$ cat src/rtl/sum_accumulator.sv
// sum_accumulator
//   Collects blocks of up to COUNT sums from an upstream N-bit adder and
//   presents each block's unsigned total and sample count with a
//   valid/ready handshake. A block closes when COUNT samples have been
//   accepted, or early on flush once it holds at least one sample.
//
// Ports
//   clk        clock, all state updates on the rising edge
//   rst        synchronous active-high reset
//   in_valid   in_sum is valid this cycle
//   in_ready   block can accept a sample (state ACC)
//   in_sum     N+1 bit sample from the upstream adder
//   flush      close the current block early
//   out_valid  out_total/out_count are valid (state HOLD)
//   out_ready  downstream accepts the result
//   out_total  ACC_W bit unsigned block sum
//   out_count  number of samples in the block, 1..COUNT
module sum_accumulator #(
    parameter int N     = 3,
    parameter int COUNT = 4,
    localparam int ACC_W = N + 1 + $clog2(COUNT)
) (
    input  logic             clk,
    input  logic             rst,
    input  logic             in_valid,
    output logic             in_ready,
    input  logic [N:0]       in_sum,
    input  logic             flush,
    output logic             out_valid,
    input  logic             out_ready,
    output logic [ACC_W-1:0] out_total,
    output logic [4:0]       out_count
);

    // Wide enough to hold COUNT itself.
    localparam int CNT_W = $clog2(COUNT) + 1;

    typedef enum logic {
        ACC  = 1'b0,
        HOLD = 1'b1
    } state_t;

    state_t           state;
    state_t           state_next;
    logic [ACC_W-1:0] acc;
    logic [CNT_W-1:0] cnt;

    logic             accept;
    logic [ACC_W-1:0] acc_sum;
    logic [CNT_W-1:0] cnt_sum;
    logic             close;

    // Values as they will be after this cycle's sample (if any) is taken in.
    assign accept  = (state == ACC) && in_valid;
    assign acc_sum = acc + (accept ? {{(ACC_W-N-1){1'b0}}, in_sum} : '0);
    assign cnt_sum = cnt + {{(CNT_W-1){1'b0}}, accept};

    // A flush on an empty block is ignored, but a flush that arrives with the
    // first sample still closes a one-sample block.
    assign close = (state == ACC) &&
                   ((accept && (cnt_sum == CNT_W'(COUNT))) ||
                    (flush && (cnt_sum != '0)));

    // State register
    always_ff @(posedge clk) begin
        if (rst) begin
            state <= ACC;
        end else begin
            state <= state_next;
        end
    end

    // Next-state logic
    always_comb begin
        state_next = state;
        case (state)
            ACC:     if (close)     state_next = HOLD;
            HOLD:    if (out_ready) state_next = ACC;
            default: state_next = ACC;
        endcase
    end

    // Outputs decoded from the registered state only
    always_comb begin
        in_ready  = (state == ACC);
        out_valid = (state == HOLD);
    end

    // Datapath. acc/cnt are cleared when the block closes, so they are
    // already zero when HOLD hands back to ACC.
    always_ff @(posedge clk) begin
        if (rst) begin
            acc       <= '0;
            cnt       <= '0;
            out_total <= '0;
            out_count <= '0;
        end else if (state == ACC) begin
            if (close) begin
                out_total <= acc_sum;
                out_count <= 5'(cnt_sum);
                acc       <= '0;
                cnt       <= '0;
            end else begin
                acc <= acc_sum;
                cnt <= cnt_sum;
            end
        end
    end

endmodule

$ cat config.mk
export PLATFORM = sky130hd
export DESIGN_NAME = sum_accumulator
export DESIGN_NICKNAME = d
export VERILOG_FILES = /design/src/rtl/sum_accumulator.sv
export SDC_FILE = /design/constraint.sdc
export NUM_CORES = 1
export LEC_CHECK = 0
export ABC_AREA = 1
export CORE_ASPECT_RATIO = 1.1
export CORE_UTILIZATION = 32
export DETAILED_ROUTE_END_ITERATION = 12
export PLACE_DENSITY = 0.6
export SLEW_MARGIN = 10
export SYNTH_ARGS = -nofsm -noshare
export SYNTH_HDL_FRONTEND = slang
export SYNTH_SLANG_ARGS = --single-unit
$ cat constraint.sdc
create_clock -name clk -period 1.6 [get_ports clk]
set_input_delay 0.32 -clock clk [delete_from_list [all_inputs] [get_ports clk]]
set_output_delay 0.32 -clock clk [all_outputs]
set_load 0.02 [all_outputs]
Yosys cells after proc, flatten, opt, wreduce, memory -nomap -nowiden
Index checks and enable logic that the tools add are counted.
{ "word_totals": {"regBits": 19, "inputBits": 9, "output_inout_bits": 13, "elab_cells": 22} }
{ "classes": {"add_sub_neg": 2, "eq_ne": 1, "n_mux": 6, "bitwise": 1, "reduce_logical": 7} }
{ "op_table": {"columns": ["cell", "count"], "rows": [
  ["adder 6 x 4 -> 6 bit", 1],
  ["two-way mux 6 bit", 1],
  ["logical AND 1 bit", 4],
  ["two-way mux 4 bit", 1],
  ["adder 3 x 1 -> 3 bit", 1],
  ["== test 3 bit, second input constant", 1],
  ["two-way mux 3 bit", 1],
  ["nonzero test 3 bit", 1],
  ["two-way mux 1 bit", 2],
  ["case mux 1 bit (2 select lines)", 1],
  ["AND reduction 2 bit", 1],
  ["logical OR 1 bit", 1],
  ["inverter 1 bit", 1]
]} }

Longest topological paths before layout
{ "depth": {"depth_word": 9, "ltp_mapped": 14, "ltp_nobuf": 14} }

Worst setup path after synthesis
No wires, ideal clock.
{ "synth_timing": {"kind": "flip-flop to flip-flop", "start": "register state (netlist: out_valid)", "end": "register acc[4]", "setup_time_ps": 70, "arrival_time_ps": 1787, "required_time_ps": 1530, "setup_slack_ps": -258, "stages_incl_launch_ff": 11, "n_path_buf": 0, "synth_period_minus_slack_ps": 1858, "cell_sequence": "dfxtp_1 -> nor2_4 -> inv_1 -> nor2_1 -> ha_1 -> fa_1 -> nand3_1 -> nand2_1 -> xor2_1 -> nand2_1 -> a21oi_1"} }
{ "synth_between": {"elab_chain_len": 8, "word_cells_on_any_way": 12, "cone_classes": "2 x add/sub; 1 x eq/ne; 2 x mux; 1 x bitwise; 6 x reduce/logical"} }
{ "synth_lines": {"columns": ["item", "line", "rtl"], "rows": [
  ["from (decl)", "43", "state_t state;"],
  ["from (signal assigned)", "69", "state <= state_next;"],
  ["inverter 1 bit (no line)", null, null],
  ["logical AND 1 bit", "54", "assign accept = (state == ACC) && in_valid;"],
  ["adder 3 x 1 -> 3 bit", "56", "assign cnt_sum = cnt + {{(CNT_W-1){1'b0}}, accept};"],
  ["== test 3 bit or nonzero test 3 bit (tied branches)", "61, 62", null],
  ["logical AND 1 bit, on equally long branches", "61, 62", null],
  ["logical OR 1 bit", "61", "((accept && (cnt_sum == CNT_W'(COUNT))) ||"],
  ["logical AND 1 bit", "60", "assign close = (state == ACC) &&"],
  ["two-way mux 6 bit", "98", "if (close) begin"],
  ["to (signal assigned)", "104", "acc <= acc_sum;"],
  ["to (decl)", "45", "logic [ACC_W-1:0] acc;"]
]} }
Parallel ways exist; a longest one is shown, timed or not.
A chain may end at the register's enable or synchronous reset.

Worst setup path in the final report
{ "layout_timing": {"start": "register state (netlist: out_valid)", "end": "register acc[3]"} }
{ "layout_between": {"elab_chain_len": 8, "word_cells_on_any_way": 12, "cone_classes": "2 x add/sub; 1 x eq/ne; 2 x mux; 1 x bitwise; 6 x reduce/logical"} }
{ "layout_lines": {"columns": ["item", "line", "rtl"], "rows": [
  ["inverter 1 bit (no line) *", null, null],
  ["logical AND 1 bit *", "54", null],
  ["adder 3 x 1 -> 3 bit *", "56", null],
  ["via cnt_sum[1]", "50", "logic [CNT_W-1:0] cnt_sum;"],
  ["== test 3 bit or nonzero test 3 bit (tied branches)", "61, 62", null],
  ["logical AND 1 bit, on equally long branches", "61, 62", null],
  ["logical OR 1 bit *", "61", null],
  ["logical AND 1 bit *", "60", null],
  ["two-way mux 6 bit *", "98", null]
]} }
Mark *: on every way through the listed nets, which the timed path passes. The rest lies on a longest branch.

==> flow_results.xml <==
<?xml version="1.0" encoding="UTF-8"?>
<metrics>
  <group name="placed_design">
    <metric name="globalplace.congestion" unit="">0.943</metric>
    <metric name="place_area" unit="mm^2">0.00137</metric>
    <metric name="place_hpwl" unit="um">1800</metric>
    <metric name="number_of_i_o_port_buffers" unit="">19</metric>
  </group>
  <group name="grt">
    <metric name="grt_usage" unit="%">16.5</metric>
    <metric name="grt_max_degree" unit="">14</metric>
    <metric name="global_route_hottest_layer" unit="">met2</metric>
    <metric name="global_route_wire_length_before_repair" unit="um">4330</metric>
    <metric name="global_route.usage.met3" unit="%">1.86</metric>
    <metric name="grt_antenna_before_repair" unit="">0</metric>
    <metric name="globalRouteMet2Util" unit="%">31.3</metric>
    <metric name="grt_overflow" unit="">0</metric>
    <metric name="gr-usage-met1" unit="%">19.0</metric>
    <metric name="first_global_vias" unit="">991</metric>
  </group>
  <group name="clock_network">
    <metric name="count_of_h_tree_levels_built_during_cts" unit="">1</metric>
    <metric name="worst_setup_hold_path_clk_slew" unit="ns">0.11</metric>
    <metric name="tritoncts_num_sinks" unit="">19</metric>
    <metric name="cts-root-buf" unit="">sky130_fd_sc_hd__clkbuf_4</metric>
    <metric name="clock_insertion_delay_worst_skew" unit="ns">0.29</metric>
    <metric name="cts_tree" unit="">built</metric>
    <metric name="cts_buffers" unit="">3</metric>
    <metric name="clock_tree.buffer_depth" unit="">2</metric>
  </group>
  <group name="floorplan">
    <metric name="num_rows" unit="">21</metric>
    <metric name="core_region_area" unit="mm^2">0.00307</metric>
    <metric name="floorplan.initialDensity" unit="%">34.1</metric>
    <metric name="fp.dieW" unit="um">56.5</metric>
    <metric name="full_die_area" unit="mm^2">0.00351</metric>
    <metric name="floorplan.io_pins" unit="">22</metric>
    <metric name="dieHeight" unit="um">62</metric>
  </group>
  <group name="sta">
    <metric name="worst_clock_skew" unit="ns">0.00264</metric>
    <metric name="count_of_pins_over_their_slew_limit" unit="">0</metric>
    <metric name="min_period_over_period" unit="%">108</metric>
    <metric name="fin_ws" unit="ns">-0.133</metric>
    <metric name="setup_viol_count_final" unit="">19</metric>
    <metric name="post-route-min-period" unit="ns">1.73</metric>
    <metric name="timing.final.hold_violations" unit="">0</metric>
    <metric name="fmax" unit="MHz">577</metric>
    <metric name="grt_setup_unrepaired" unit="">yes</metric>
  </group>
  <group name="min_path">
    <metric name="hold_class" unit="">reg2reg</metric>
  </group>
  <group name="drt">
    <metric name="vias" unit="">1015</metric>
    <metric name="post_drt_via_cell_ratio" unit="">4.68</metric>
    <metric name="routed_wire_length" unit="um">2720</metric>
    <metric name="route.detailed.wl_per_inst" unit="um">12.5</metric>
    <metric name="antenna_violating_nets_post_route" unit="">0</metric>
    <metric name="drt_iter0_drc" unit="">27</metric>
    <metric name="drcViolationCount" unit="">0</metric>
    <metric name="drtPass1Iterations" unit="">4</metric>
  </group>
  <group name="logic_synthesis">
    <metric name="synth_area" unit="mm^2">0.00105</metric>
    <metric name="synth.most_common_cell" unit="">sky130_fd_sc_hd__nand2_1</metric>
    <metric name="yosysTopAreaCell" unit="">sky130_fd_sc_hd__dfxtp_1</metric>
    <metric name="number_of_synthesized_register_bits" unit="">19</metric>
    <metric name="yosys.area.top_type_share" unit="%">36.3</metric>
    <metric name="synthTopCellsByCount" unit="">sky130_fd_sc_hd__nand2_1, sky130_fd_sc_hd__nor2_1, sky130_fd_sc_hd__dfxtp_1, sky130_fd_sc_hd__inv_1, sky130_fd_sc_hd__a21oi_1</metric>
    <metric name="synthCells" unit="">139</metric>
    <metric name="synth.avg_cell_area" unit="um^2">7.53</metric>
    <metric name="async_flop_share" unit="%">0</metric>
    <metric name="synthesis.yosys.warnings" unit="">0</metric>
    <metric name="post_synth_num_cell_types" unit="">24</metric>
    <metric name="synth_enable_flop_cells" unit="">0</metric>
    <metric name="top_reg_cell_synth" unit="">sky130_fd_sc_hd__dfxtp_1</metric>
    <metric name="synth_area_leaders" unit="">sky130_fd_sc_hd__dfxtp_1, sky130_fd_sc_hd__nand2_1, sky130_fd_sc_hd__ha_1, sky130_fd_sc_hd__nor2_1, sky130_fd_sc_hd__a21oi_1</metric>
    <metric name="synth_sequential_area_ratio" unit="%">36.3</metric>
  </group>
  <group name="power">
    <metric name="cellLeakagePower" unit="nW">0.824</metric>
    <metric name="fin_total_pwr" unit="mW">3.02</metric>
    <metric name="power_per_cell_area" unit="mW/mm^2">1820</metric>
    <metric name="vdd.ir_drop.worst" unit="V">0.00102</metric>
  </group>
  <group name="setup_path">
    <metric name="cpMaxStageDelayCell" unit="">sky130_fd_sc_hd__dfxtp_4</metric>
    <metric name="worst-endpoint-arrival" unit="ns">1.97</metric>
    <metric name="timing.critical_path.required" unit="ns">1.83</metric>
    <metric name="critical_path.endpoint_type" unit="">flop</metric>
    <metric name="path_cells" unit="">nor2_4 -&gt; ha_4 -&gt; ha_4 -&gt; nor2_4 -&gt; nand3_4 -&gt; buf_6 -&gt; a21oi_4 -&gt; nand2_1 -&gt; a21oi_1</metric>
    <metric name="worst-setup-path-type" unit="">reg2reg</metric>
    <metric name="cpPeakStageDelay" unit="ns">0.37</metric>
    <metric name="critical_path_peak_fanout" unit="">4</metric>
    <metric name="worstSetupStartpointType" unit="">flop</metric>
  </group>
  <group name="outcome">
    <metric name="status" unit="">finished with violations</metric>
    <metric name="failed_checks" unit="">setup timing</metric>
  </group>
  <group name="cells_and_area">
    <metric name="stdcell_area" unit="mm^2">0.00166</metric>
    <metric name="drive_above_1_share" unit="%">36.1</metric>
    <metric name="layout-area-overhead-vs-synth" unit="%">58.4</metric>
    <metric name="num-nets-final" unit="">200</metric>
    <metric name="diodes" unit="">0</metric>
  </group>
  <group name="job">
    <metric name="timing.max_cap.violations" unit="">0</metric>
  </group>
</metrics>
## placed cells by master (no fill, tap or decap), types with 7 or more instances in the layout
cell	netlist	final
sky130_fd_sc_hd__inv_1	13	11
sky130_fd_sc_hd__nand2_1	37	34
sky130_fd_sc_hd__dlymetal6s2s_1	1	7
sky130_fd_sc_hd__buf_4	2	18
sky130_fd_sc_hd__dfxtp_1	19	18
sky130_fd_sc_hd__clkdlybuf4s50_1	0	7
sky130_fd_sc_hd__nor2_1	20	13
sky130_fd_sc_hd__a21oi_1	11	10
## kinds of logic after synthesis
family,Yosys count,synth area share (%)
buffers and inverters,19,8.72
XOR/XNOR,3,2.51
flip-flops,19,36.3
other,1,0.358
AO/OA/AOI/OAI,19,10.9
AND/OR/NAND/NOR,71,32.1
adder cells (fa/ha/maj),7,9.08
## power by group
group / switching, mW / total, mW / leakage [nW] / internal (mW)
clock network: 0.152 / 0.244 / 0.0177 / 0.0929
logic: 1.06 / 2.02 / 0.650 / 0.954
registers: 0.122 / 0.760 / 0.156 / 0.638
total: 1.34 / 3.02 / 0.824 / 1.69
## sequential cells by signal, summed over array words and instances, names as in the netlist
name       cells
cnt            3
out_total      6
out_valid      1
acc            6
out_count      3
## timing repair
action / 4_1_cts / 5_1_grt
hold buffers: 0 / 0
gates resized for setup: 21 / 25
setup buffers: 5 / 5
pin swaps: 24 / 14
gates cloned: 2 / 0
setup endpoints to repair: 21 / 28
## stage by stage
stage | TNS (ns) | hold WS, ns | setup WS [ns] | utilization (%) | cells
global placement | -9.46 | 0.454 | -0.560 | 44.4 | 201
global route | -3.33 | 0.486 | -0.230 | 54.0 | 217
detailed placement | -9.96 | 0.457 | -0.583 | 44.4 | 201
finish | -1.50 | 0.473 | -0.133 | 54.0 | 217
CTS | -0.860 | 0.472 | -0.134 | 49.2 | 212
floorplan | -0.00981 | 0.382 | -0.00981 | - | 140
## layer usage
metal | up-vias | routed length (um) | part of all wire (%)
li1 | 523 | - | -
met1 | 480 | 1150 | 42
met2 | 10 | 1500 | 55
met3 | 2 | 47 | 1.7
met4 | 0 | 18 | 0.66
met5 | - | 0 | 0
## critical path, delay by kind of cell, from the launching register on
family	cells	cell delay [ns]
simple gates	4	0.49
flops	1	0.37
buf+inv	1	0.14
compound gates	2	0.34
fa+ha+maj	2	0.35
## final timing paths
kind,start,end,slack (ns),cells after the start
worst min-delay path,out_count[2],out_count[2],0.47,2
worst max-delay path,out_valid,acc[3],-0.13,9
worst max register to register,out_valid,acc[3],-0.13,9
worst min register to register,out_count[2],out_count[2],0.47,2
## cell type report
type / count / area (um^2)
Inverter: 15 / 63.8
Sequential cell: 19 / 384
Clock inverter: 1 / 5.00
Clock buffer: 3 / 22.5
Fill cell: 300 / 1420
Tap cell: 34 / 42.5
Timing Repair Buffer: 41 / 383
Multi-Input combinational cell: 104 / 758
Power figures use the tool's default switching activity.
